## src/rtl/song_reader.sv

```systemverilog
// song_reader: walks through one of four songs stored in song_rom.
// For each note it fetches {note, duration} and hands it to the downstream
// note player. It then waits for that note to finish before fetching the next.
//
// state | meaning
// IDLE  | after reset, waiting for play
// FETCH | ROM address presented, data arrives next cycle
// ISSUE | ROM data valid; pulse new_note, or detect the end marker
// WAIT  | note loaded, waiting for note_done
// END   | song finished, holding until a different song is selected

module song_rom #(
   parameter int ADDR_W = 7
) (
   input  logic              clk,
   input  logic              en,
   input  logic [ADDR_W-1:0] addr,
   output logic [11:0]       dout
);

   // Fixed song table, {note[5:0], duration[5:0]}; duration 0 marks end of song.
   function automatic logic [11:0] rom_word(input logic [1:0] s, input logic [4:0] i);
      logic [5:0] i6;
      i6 = {1'b0, i};
      rom_word = 12'd0;
      case (s)
         2'd0:    if (i < 5'd3) rom_word = {i6 + 6'd1, i6 + 6'd2};
         2'd1:    rom_word = {i6 + 6'd12, i6 + 6'd10};
         2'd2:    rom_word = {i6 + 6'd32, 6'd1 + {4'd0, i[1:0]}};
         default: if (i < 5'd16) rom_word = {6'd63 - i6, 6'd3};
      endcase
   endfunction

   // Synchronous read; the output only moves when enabled so it stays stable between fetches.
   always_ff @(posedge clk) begin
      if (en) dout <= rom_word(addr[ADDR_W-1 -: 2], addr[4:0]);
   end

endmodule

module song_reader #(
   parameter int NOTES_PER_SONG = 32,
   parameter int ADDR_W         = 7
) (
   input  logic       clk,
   input  logic       reset,
   input  logic       play,
   input  logic [1:0] song,
   input  logic       note_done,
   output logic [5:0] note,
   output logic [5:0] duration,
   output logic       new_note,
   output logic       song_done
);

   typedef enum logic [2:0] {IDLE, FETCH, ISSUE, WAIT, END} state_t;

   localparam logic [4:0] LAST_INDEX = 5'(NOTES_PER_SONG - 1);

   state_t            state, state_d;
   logic [4:0]        note_index, index_d;
   logic [1:0]        song_q;
   logic              done_q;
   logic              song_change;
   logic              rom_en;
   logic [ADDR_W-1:0] rom_addr;
   logic [11:0]       rom_dout;

   assign rom_addr    = ADDR_W'({song_q, note_index});
   assign rom_en      = (state == FETCH);
   assign song_change = play && (song != song_q);
   assign note        = rom_dout[11:6];
   assign duration    = rom_dout[5:0];
   // done_q is only ever set while playing, but a pause still silences it
   assign song_done   = done_q && play;

   song_rom #(.ADDR_W(ADDR_W)) u_rom (
      .clk  (clk),
      .en   (rom_en),
      .addr (rom_addr),
      .dout (rom_dout)
   );

   // State, index and registered song select; song_done is a one-cycle flag set on END entry.
   always_ff @(posedge clk or posedge reset) begin
      if (reset) begin
         state      <= IDLE;
         note_index <= 5'd0;
         song_q     <= 2'd0;
         done_q     <= 1'b0;
      end else begin
         state      <= state_d;
         note_index <= index_d;
         if (play) song_q <= song;
         done_q     <= (state_d == END) && (state != END);
      end
   end

   // Next-state and new_note decode; with play low everything holds and no pulses are produced.
   always_comb begin
      state_d  = state;
      index_d  = note_index;
      new_note = 1'b0;
      if (play) begin
         if (song_change) begin
            // a different song wins over any other event, including a pending new_note
            state_d = FETCH;
            index_d = 5'd0;
         end else begin
            case (state)
               IDLE: begin
                  state_d = FETCH;
                  index_d = 5'd0;
               end
               FETCH: state_d = ISSUE;
               ISSUE: begin
                  if (duration != 6'd0) begin
                     new_note = 1'b1;
                     state_d  = WAIT;
                  end else begin
                     state_d = END;
                     index_d = 5'd0;
                  end
               end
               WAIT: begin
                  if (note_done) begin
                     if (note_index == LAST_INDEX) begin
                        state_d = END;
                        index_d = 5'd0;
                     end else begin
                        state_d = FETCH;
                        index_d = note_index + 5'd1;
                     end
                  end
               end
               END:     index_d = 5'd0;
               default: state_d = IDLE;
            endcase
         end
      end
   end

endmodule

```

## config.mk

```make
export PLATFORM = sky130hd
export DESIGN_NAME = song_reader
export DESIGN_NICKNAME = d
export VERILOG_FILES = /design/src/rtl/song_reader.sv
export SDC_FILE = /design/constraint.sdc
export NUM_CORES = 1
export LEC_CHECK = 0
export ABC_CLOCK_PERIOD_IN_PS = 5100
export CAP_MARGIN = 20
export CORE_AREA = 2 2 68 70
export CTS_CLUSTER_DIAMETER = 200
export DETAILED_ROUTE_END_ITERATION = 12
export DIE_AREA = 0 0 70 72
export PLACE_DENSITY_LB_ADDON = 0.12
export SYNTH_ARGS = -nofsm -noshare
export SYNTH_HDL_FRONTEND = slang
export SYNTH_SLANG_ARGS = --single-unit
```

## constraint.sdc

```tcl
create_clock -name clk -period 5.1 [get_ports clk]
set_input_delay 1.02 -clock clk [delete_from_list [all_inputs] [get_ports clk]]
set_output_delay 1.02 -clock clk [all_outputs]
set_load 0.03 [all_outputs]
```

After elaboration in Yosys (flattened, before gate mapping) --
Index checks and enable logic that the tools add are counted.
Storage, ports and cells: bits in registers 23, bits in latches 0, bits in writable memories 0, bits in read-only memories 0, bits of input ports 6, output and inout bits 14, logic and storage cells 54, memories kept 0
Cells by class: $add $sub $neg 8, multiply operators 0, div/mod/pow operators 0, magnitude comparators 2, equal/unequal tests 12, shifts and indexed selects 0, muxes and demuxes 18, bitwise gates (word level) 0, reductions and logical operators 9
Operators with widths (number):
- 12-bit case mux with 3 select lines | 1
- 12-bit two-way mux | 2
- 5-bit two-way mux | 4
- 3-bit two-way mux | 5
- 3-bit case mux with 5 select lines | 1
- 5-bit case mux with 3 select lines | 1
- 5-bit by 4-bit adder with 6-bit output (second input constant) | 2
- 3-bit != test (second input constant) | 3
- 5-bit by 1-bit adder with 6-bit output (second input constant) | 1
- 5-bit by 2-bit adder with 6-bit output (second input constant) | 1
- 5-bit by 6-bit adder with 6-bit output (second input constant) | 1
- 3-bit by 2-bit equality test with 1-bit output (second input constant) | 2
- 3-bit equality test (second input constant) | 2
- 6-bit nonzero test | 1
- 6-bit by 5-bit subtractor with 6-bit output (first input constant) | 1
- 5-bit by 1-bit adder with 5-bit output (second input constant) | 1
- 5-bit equality test (second input constant) | 1
- 5-bit by 2-bit < comparator with 1-bit output (second input constant) | 1
- 5-bit < comparator (second input constant) | 1
- 1-bit two-way mux | 4
- 4-bit AND reduction | 1
- 4-bit nonzero test | 1
- 1-bit by 2-bit adder with 3-bit output (first input constant) | 1
- 3-bit by 1-bit equality test with 1-bit output (second input constant) | 1
- 7 further kinds | 9

Logic depth before layout (Yosys ltp) --
Gate-level depths: netlist of run 1.
word-level depth 8, gate-level depth with buffers 8

Cells and area by module --
A second synthesis of run 1 with hierarchy kept.
Second synthesis, totals: cells, all modules 149, area total of the unflattened synthesis 1537.7 µm²
By module, submodules not included:
- song_rom | times used 1, cells each 76, area each 808.3 µm², seq. area each 360.3 µm²
- song_reader | times used 1, cells each 73, area each 729.4 µm², seq. area each 275.3 µm²

Worst setup path before layout of run 1 --
No wires, ideal clock.
path type input to output, start point in song[1], end point out new_note, arrival time 1.781 ns, data required time 4.080 ns, path slack 2.299 ns, stages on the path 4, path through xor2_1 -> nor2_2 -> nand2_1 -> nor2_1
On the way: cells in the longest elaborated chain, start to end 4
RTL lines:
- start, declared | RTL line 48 | input logic [1:0] song,
- 2-bit != test | RTL line 71 | assign song_change = play && (song != song_q);
- 1-bit logical AND | RTL line 71
- 1-bit two-way mux | RTL line 105 | if (song_change) begin
- 1-bit two-way mux | RTL line 104 | if (play) begin
- end, declared | RTL line 52 | output logic new_note,
Every way passes these cells.

Worst setup path after layout of run 1 --
Ends and elaborated chain as after synthesis.

==> results.sh, run 1 <==
export IMPL_outcome="finished, final reports clean"
export IMPL_p_comb_frac=0.341
export IMPL_p_per_area_nw_per_um2=337
export IMPL_tns_ns=0
export IMPL_fmax_mhz=271
export IMPL_avgSynthCellArea_sq_um=9.14
export IMPL_antenna_found_initial=0
export IMPL_pwr_share_clk=0.191
export IMPL_cts_tree="done"
export IMPL_cp_end_kind="output pin"
export IMPL_finalCoreUtilization=0.405
export IMPL_hold_viol_final=0
export IMPL_synth_cell_types=41
export IMPL_drt_iter0_markers=114
export IMPL_grt_pass1_vias=1146
export IMPL_ir_drop_mv=0.116
export IMPL_syn_inst=160
export IMPL_initial_core_util=0.343
export IMPL_firstDrtPassIters=4
export IMPL_switching_power_w=0.000208
export IMPL_worst_slack_ns=1.41
export IMPL_hpwlAfterDp_um=2370
export IMPL_cts_sinks=23
export IMPL_ios=20
export IMPL_min_path_type="flop to flop"
export IMPL_finalCriticalPeriod_ns=3.69
export IMPL_instances_no_fill=226
export IMPL_synth_edf_count=12
export IMPL_gp_congestion=0.826
export IMPL_routed_via_density=5.31
export IMPL_postCtsSetupBuffers=0
export IMPL_die_h_um=72
export IMPL_worst_endpoint_arrival_ns=2.67
export IMPL_clk_pin_slew_ns=0.08
export IMPL_htreeDepth=1
export IMPL_cts_buffers=3
export IMPL_relSlewSlack=0.357
export IMPL_io_buffers=19
export IMPL_nets=188
export IMPL_core_area_sq_um=4260
export IMPL_die_area_sq_um=5040
export IMPL_setup_worst_path_class="input pin to output pin"
export IMPL_grt_pass1_wl_um=5540
export IMPL_nFillCells=444
export IMPL_drc_errors=0
export IMPL_routed_wl_um=3110
export IMPL_fin_crit_sh=0.724
export IMPL_rows=24
export IMPL_drv_cap=0
export IMPL_yosys_register_bits=23
export IMPL_synthToLayoutAreaGrowth_pct=18.0
export IMPL_placed_cells=222
export IMPL_power_leakage_nw=0.683
export IMPL_worst_slew_pin_slew_ns=0.961
export IMPL_syn_cell_area_sq_um=1460
export IMPL_grt_max_degree=21
export IMPL_cp_max_fo=3
export IMPL_p_sw_frac=0.358
export IMPL_cts_resized=0
export IMPL_antenna_left=0
export IMPL_n_antenna_cell=0
export IMPL_whs_ns=0.649
export IMPL_ys_warnings_count=0
export IMPL_dr_total_vias=1199
export IMPL_clk_latency_ns=0.26
export IMPL_async_flop_share=0.478
export IMPL_ys_seq_area_frac=0.435
export IMPL_cts_hold_buf=0
export IMPL_internal_power_w=0.000373
export IMPL_wl_per_cell_um=13.8
export IMPL_rsz0062_at_grt="no"
export IMPL_die_x_um=70
export IMPL_seqPwrFrac=0.468
export IMPL_drive_above_1_share=0.0632
export IMPL_required_ns=4.08
export IMPL_place_ws_ns=1.40
export IMPL_synth_top_flop_cell="edfxtp_1"
export IMPL_worst_setup_path_start_kind="input pin"
export IMPL_grt_overflow=0
export IMPL_syn_num_nets=173
export IMPL_cts_buffer_depth=2
export IMPL_skew_ns=0.00841
export IMPL_grt_use_total=0.136
export IMPL_finalSetupViolations=0
export IMPL_maxSlewViolCount=0
export IMPL_clockRootBuffer="clkbuf_8"
[cells by family after synthesis]
group / count (synthesis) / synth area share
and+or+nand+nor: 71 / 0.249
AOI/OAI and AO/OA: 33 / 0.149
DFF: 23 / 0.435
buffers and inverters: 16 / 0.0436
adders and majority gates: 7 / 0.0599
xor gates and xnor gates: 6 / 0.0359
muxes: 4 / 0.0282
[layer usage]
metal  share of wire  wire (um)  track usage  vias up
met5               0          0            0        -
met4           0.016         50       0.0577        0
li1                -          -            -      603
met1            0.47       1460        0.183      576
met3           0.024         75       0.0167        4
met2            0.49       1520        0.224       16
[worst max-delay path, stage by stage]
cell and delay (ns):
clkdlybuf4s50_1 0.45, xor2_1 0.17, nor2_2 0.19, nand2_1 0.07, nor2_1 0.11, clkdlybuf4s50_1 0.67
[flip-flops by register name (all words and copies together) (netlist names)]
register	cells
note_index	5
done_q	1
u_rom.dout	12
state	3
song_q	2
[Yosys cell counts (2+ instances only)]
| library cell | instances | area (sq um) |
|---|---|---|
| ha_1 | 7 | 87.6 |
| xnor2_1 | 3 | 26.3 |
| o22ai_1 | 3 | 18.8 |
| nand2_1 | 23 | 86.3 |
| and3_1 | 3 | 18.8 |
| mux2i_1 | 3 | 30.0 |
| nor2_1 | 17 | 63.8 |
| o21ai_0 | 4 | 20.0 |
| clkbuf_1 | 5 | 18.8 |
| xor2_1 | 3 | 26.3 |
| or3_1 | 3 | 18.8 |
| inv_2 | 2 | 7.51 |
| dfrtp_1 | 11 | 275 |
| edfxtp_1 | 12 | 360 |
| nor2b_1 | 4 | 25.0 |
| buf_2 | 3 | 15.0 |
| a32oi_1 | 2 | 17.5 |
| and2_1 | 2 | 12.5 |
| a21oi_1 | 11 | 55.1 |
| nand3_1 | 8 | 40.0 |
| inv_1 | 5 | 18.8 |
| o31ai_1 | 5 | 37.5 |
| or4_1 | 2 | 15.0 |
| nand2b_1 | 2 | 12.5 |
[power by group through the flow]
stage               sequential (W)  combinational (W)  clock (W)
finish                    0.000272           0.000198   0.000111
global route              0.000278           0.000214   0.000122
CTS                       0.000272           0.000201   0.000115
detailed placement        0.000276           0.000200          0
global placement          0.000274           0.000200          0
floorplan                 0.000314          0.0000895          0
[layout make-up]
type | instances | area (sq um) | area share
Clock buffer | 4 | 45.0 | 0.0261
Tap cell | 52 | 65.1 | 0.0377
Multi-Input combinational cell | 121 | 763 | 0.442
Sequential cell | 23 | 636 | 0.368
Timing Repair Buffer | 19 | 190 | 0.110
Inverter | 7 | 26.3 | 0.0152
[final timing paths]
path	startpoint	to	slack, ns	cells past startpoint
setup / recovery	song[1]	new_note	1.41	6
hold / removal	u_rom.dout[5]	state[2]	0.65	3
setup reg to reg	note_index[0]	note_index[3]	2.71	6
hold reg to reg	u_rom.dout[5]	state[2]	0.65	3
max in group asynchronous	reset	song_q[1]	3.74	2
min in group asynchronous	reset	note_index[3]	1.05	2
[cells in the final DEF (no fill, tap or decap), drive strengths merged]
cell type,Yosys,routed
o221ai,1,1
nand3,8,8
and4bb,1,1
o311ai,1,1
mux2i,3,3
clkbuf,5,4
or3,3,3
nor2,18,18
ha,7,7
o22ai,3,3
o31ai,5,5
a21o,1,1
or4,3,3
o21ai,6,6
and3,3,3
and2,2,2
nand2b,2,2
nor2b,4,4
inv,7,7
nand2,23,23
a32oi,2,2
o211ai,1,1
o21a,1,1
xnor2,3,3
dfrtp,11,11
nand4,1,1
nor4,2,2
mux2,1,1
a2111oi,1,1
xor2,3,3
a21oi,11,11
clkdlybuf4s50,0,19
edfxtp,12,12
nor3b,1,1
[stage by stage]
step / area, sq um / total power, W
after floorplan: 1460 / 0.000403
after global routing: 1730 / 0.000615
final: 1730 / 0.000581
after global placement: 1680 / 0.000473
after detailed placement: 1680 / 0.000476
after CTS: 1730 / 0.000587
No activity file was read; power rests on OpenSTA's default activity.
==> run 2, diff against run 1 <==
Settings changed: ABC_CLOCK_PERIOD_IN_PS 5100 to 3300.
Clock period 5.1 ns to 3.3 ns, I/O delays scaled along.
==> run 2 against run 1 <==
  * Routed wire length increased by 3.9%
  * First-iteration DRC count decreased by 4.4%
  * Largest power group unchanged
  * Power increased by 56%
==> results.sh, run 2 (synthesized netlist as in run 1, its figures left out) <==
export IMPL_p_total_w=0.000907
export IMPL_die_area_sq_um=5040
export IMPL_top_regs="u_rom.dout x12, note_index x5, state x3"
export IMPL_io_buffers=19
export IMPL_cts_resized=0
export IMPL_max_stage_delay_ns=0.67
export IMPL_htreeDepth=1
export IMPL_drt_iter0_markers=109
export IMPL_rsz0062_at_grt="no"
export IMPL_p_sw_frac=0.364
export IMPL_skew_ns=0.00758
export IMPL_setup_worst_path_class="input pin to output pin"
export IMPL_relSlewSlack=0.326
export IMPL_outcome="finished, final reports clean"
export IMPL_routed_via_density=5.30
export IMPL_cp_end_kind="output pin"
export IMPL_die_x_um=70
export IMPL_clk_latency_ns=0.26
export IMPL_die_h_um=72
export IMPL_crit_slowest_cell="clkdlybuf4s50_1"
export IMPL_place_ws_ns=0.337
export IMPL_p_per_area_nw_per_um2=521
export IMPL_seqPwrFrac=0.456
export IMPL_worst_slew_pin_slew_ns=1.01
export IMPL_finalSetupViolations=0
export IMPL_crit_chain="clkdlybuf4s50_1, xor2_1, nor2_2, nand2_1, nor2_1, clkdlybuf4s50_1"
export IMPL_fin_crit_sh=0.900
export IMPL_gp_congestion=0.829
export IMPL_cts_hold_buf=0
export IMPL_drc_errors=0
export IMPL_worst_setup_path_start_kind="input pin"
export IMPL_largest_reg_flops=12
export IMPL_cts_tree="done"
export IMPL_dr_total_vias=1208
export IMPL_rows=24
export IMPL_hpwlAfterDp_um=2460
export IMPL_grt_pass1_vias=1151
export IMPL_firstDrtPassIters=4
export IMPL_internal_power_w=0.000577
export IMPL_core_area_sq_um=4260
export IMPL_routed_wl_um=3240
export IMPL_power_leakage_nw=0.696
export IMPL_postCtsSetupBuffers=0
export IMPL_finalCriticalPeriod_ns=2.97
export IMPL_worst_endpoint_arrival_ns=2.31
export IMPL_cts_buffer_depth=2
export IMPL_switching_power_w=0.000330
export IMPL_largest_register="u_rom.dout"
export IMPL_grt_overflow=0
export IMPL_cts_buffers=3
export IMPL_clk_pin_slew_ns=0.09
export IMPL_cp_max_fo=3
export IMPL_maxSlewViolCount=0
export IMPL_fmax_mhz=337
export IMPL_drv_cap=0
export IMPL_pwr_share_clk=0.194
export IMPL_min_path_type="flop to flop"
export IMPL_drive_above_1_share=0.0795
export IMPL_crit_buf_inv=2
export IMPL_ir_drop_mv=0.202
export IMPL_hold_viol_final=0
export IMPL_worst_slack_ns=0.330
export IMPL_antenna_found_initial=0
export IMPL_clockRootBuffer="clkbuf_8"
export IMPL_n_antenna_cell=0
export IMPL_required_ns=2.64
export IMPL_layout_common_cells="nand2_1, clkdlybuf4s50_1, nor2_1"
export IMPL_wl_per_cell_um=14.2
export IMPL_ios=20
export IMPL_cts_sinks=23
export IMPL_grt_pass1_wl_um=5540
export IMPL_nets=190
export IMPL_grt_max_degree=20
export IMPL_whs_ns=0.665
export IMPL_crit_top_cell="clkdlybuf4s50_1"
export IMPL_tns_ns=0
export IMPL_antenna_left=0
export IMPL_cp_top_family="buffers and inverters"
export IMPL_p_comb_frac=0.350
export IMPL_final_common_cell="nand2_1"
export IMPL_grt_use_total=0.137
export IMPL_synthToLayoutAreaGrowth_pct=19.1
export IMPL_initial_core_util=0.343
run 2: cell types whose count changed in the layout (fill, tap and decap cells not counted), sizes merged:
cell    before  now
clkbuf       4    3
clkinv       0    1
buf          0    2
run 2: worst paths after layout:
check / from / to / slack [ns] / depth (start not counted)
setup reg to reg: note_index[0] / note_index[3] / 0.89 / 6
hold / removal: state[2] / state[2] / 0.67 / 2
hold reg to reg: state[2] / state[2] / 0.67 / 2
setup / recovery: song[1] / new_note / 0.33 / 6
max in group asynchronous: reset / song_q[0] / 2.29 / 2
min in group asynchronous: reset / note_index[3] / 0.69 / 2
run 2: through the flow:
step	instance area (sq um)	utilization	cells
final	1740	0.408	228
after global routing	1740	0.408	228
after CTS	1740	0.408	228
after detailed placement	1700	0.398	224
after global placement	1700	0.398	224
after floorplan	1460	-	160
run 2: metal layers:
metal | wire length [um] | up-vias | share of wire | global-route usage
met2 | 1530 | 25 | 0.47 | 0.221
met4 | 57 | 0 | 0.018 | 0.0641
met5 | 0 | - | 0 | 0
met3 | 82 | 5 | 0.025 | 0.0167
li1 | - | 604 | - | -
met1 | 1570 | 574 | 0.48 | 0.186
run 2: layout make-up:
| type | instances | area, sq um |
|---|---|---|
| inverters | 7 | 26.3 |
| fillers | 443 | 2520 |
| multi-input cells | 121 | 763 |
| clock inverters | 1 | 5.00 |
| clock buffers | 3 | 41.3 |
| well taps | 52 | 65.1 |
| repair buffers | 21 | 205 |
| flip-flops and latches | 23 | 636 |
run 2: worst register-to-register path: stages (launching register included):
cell     delay [ns]
dfrtp_1        0.51
ha_1           0.35
and2_1         0.19
ha_1           0.18
or3_1          0.44
or4_1          0.50
a21oi_1        0.16
run 2: power by group through the flow:
stage               Combinational [W]  Sequential [W]  Clock (W)
global placement             0.000317        0.000417          0
detailed placement           0.000321        0.000421          0
global route                 0.000340        0.000424   0.000193
floorplan                    0.000138        0.000485          0
CTS                          0.000322        0.000414   0.000180
finish                       0.000318        0.000413   0.000176
==> run 3, diff against run 2 <==
Settings changed: CAP_MARGIN 20 to not set, CORE_AREA 2 2 68 70 to 2 2 61 63, DIE_AREA 0 0 70 72 to 0 0 63 65.
==> run 3 against run 2 <==
  * Critical path depth unchanged
  * Worst setup slack better by 0.031 ns
  * Combinational power down 3%
  * Maximum frequency up 1.1%
  * Largest power group unchanged
  * Utilization up 8.0 points
==> results.sh, run 3 (synthesized netlist as in run 1, its figures left out) <==
export IMPL_antenna_left=0
export IMPL_grt_pass1_wl_um=5280
export IMPL_maxSlewViolCount=0
export IMPL_wl_per_cell_um=13.9
export IMPL_max_stage_delay_ns=0.67
export IMPL_ios=20
export IMPL_grt_use_total=0.162
export IMPL_die_area_sq_um=4100
export IMPL_initial_core_util=0.418
export IMPL_hpwlAfterDp_um=2400
export IMPL_cp_max_fo=3
export IMPL_finalCriticalPeriod_ns=2.94
export IMPL_min_path_type="input pin to async pin"
export IMPL_relSlewSlack=0.341
export IMPL_worst_slew_pin_slew_ns=0.986
export IMPL_largest_register="u_rom.dout"
export IMPL_grt_overflow=0
export IMPL_gp_congestion=0.849
export IMPL_clk_latency_ns=0.31
export IMPL_firstDrtPassIters=4
export IMPL_drc_errors=0
export IMPL_finalSetupViolations=0
export IMPL_crit_buf_inv=2
export IMPL_cp_top_family="buffers and inverters"
export IMPL_postCtsSetupBuffers=0
export IMPL_required_ns=2.64
export IMPL_grt_use_met1=0.213
export IMPL_drv_cap=0
export IMPL_cp_end_kind="output pin"
export IMPL_routed_wl_um=3110
export IMPL_crit_chain="clkdlybuf4s50_1, xor2_1, nor2_2, nand2_1, nor2_1, clkdlybuf4s50_1"
export IMPL_die_h_um=65
export IMPL_worst_setup_path_start_kind="input pin"
export IMPL_ir_drop_mv=0.188
export IMPL_nets=189
export IMPL_multiInputGateArea_sq_um=763
export IMPL_cts_resized=0
export IMPL_drive_above_1_share=0.0686
export IMPL_outcome="finished, final reports clean"
export IMPL_crit_top_cell="clkdlybuf4s50_1"
export IMPL_setup_worst_path_class="input pin to output pin"
export IMPL_largest_reg_flops=12
export IMPL_synthToLayoutAreaGrowth_pct=16.9
export IMPL_rsz0062_at_grt="no"
export IMPL_fin_crit_sh=0.890
export IMPL_seq_area_sq_um=636
export IMPL_die_x_um=63
export IMPL_grt_max_degree=21
export IMPL_tns_ns=0
export IMPL_clockRootBuffer="clkbuf_4"
export IMPL_worst_endpoint_arrival_ns=2.28
export IMPL_skew_ns=0.0102
export IMPL_cts_tree="done"
export IMPL_layout_common_cells="nand2_1, clkdlybuf4s50_1, nor2_1"
export IMPL_nFillCells=367
export IMPL_cts_hold_buf=0
export IMPL_cts_buffer_depth=2
export IMPL_cts_buffers=3
export IMPL_drt_iter0_markers=55
export IMPL_hold_viol_final=0
export IMPL_fmax_mhz=340
export IMPL_power_leakage_nw=0.680
export IMPL_core_area_sq_um=3500
export IMPL_crit_slowest_cell="clkdlybuf4s50_1"
export IMPL_io_buffers=19
export IMPL_top_usage_layer="met2"
export IMPL_clk_pin_slew_ns=0.12
export IMPL_top_regs="u_rom.dout x12, note_index x5, state x3"
export IMPL_finalCoreUtilization=0.489
export IMPL_antenna_found_initial=0
export IMPL_dr_total_vias=1230
export IMPL_routed_via_density=5.52
export IMPL_grtUsageMet3=0.0104
export IMPL_cts_sinks=23
export IMPL_grt_pass1_vias=1155
export IMPL_p_per_area_nw_per_um2=502
export IMPL_n_antenna_cell=0
export IMPL_final_common_cell="nand2_1"
export IMPL_rows=22
export IMPL_grtUsageMet2=0.286
export IMPL_htreeDepth=1
==> run 3: cell types whose count changed in the layout (fill, tap and decap cells not counted) <==
| cell | previous run | this run |
|---|---|---|
| clkbuf_4 | 0 | 3 |
| clkbuf_8 | 3 | 0 |
| buf_4 | 2 | 1 |
| clkbuf_1 | 0 | 1 |
| clkinv_2 | 1 | 0 |
==> run 3: final cells by class <==
cell class,instances,area share
Multi-Input combinational cell,121,0.447
Timing Repair Buffer,20,0.116
Clock buffer,4,0.0154
Sequential cell,23,0.372
Tap cell,48,0.0351
Inverter,7,0.0154
==> run 3: final timing paths <==
kind,from,slack [ns],to,cells after the start
max,song[1],0.36,new_note,6
min,reset,0.63,song_q[0],2
max reg2reg,note_index[0],0.90,note_index[3],6
min reg2reg,u_rom.dout[4],0.68,state[2],3
max in group asynchronous,reset,2.38,state[2],2
min in group clk,u_rom.dout[4],0.68,state[2],3
==> run 3: stage by stage <==
step	cell area [sq um]	instances	setup WS [ns]	hold slack, ns	power (W)
after CTS	1710	223	0.357	0.639	0.000863
final	1710	223	0.362	0.631	0.000857
after global routing	1710	223	0.247	0.656	0.000912
after floorplan	1460	160	1.19	0.512	0.000623
after detailed placement	1680	219	0.359	0.644	0.000735
after global placement	1680	219	0.370	0.643	0.000726
==> run 3: layer usage <==
metal | vias up | part of all wire
met5 | - | 0
met2 | 28 | 0.48
met3 | 4 | 0.024
li1 | 604 | -
met1 | 594 | 0.48
met4 | 0 | 0.010
==> run 3: power by group <==
part	switching [W]	internal (W)	total, W
logic	0.000184	0.000122	0.000307
clock network	0.0000840	0.0000472	0.000131
registers	0.0000512	0.000369	0.000420
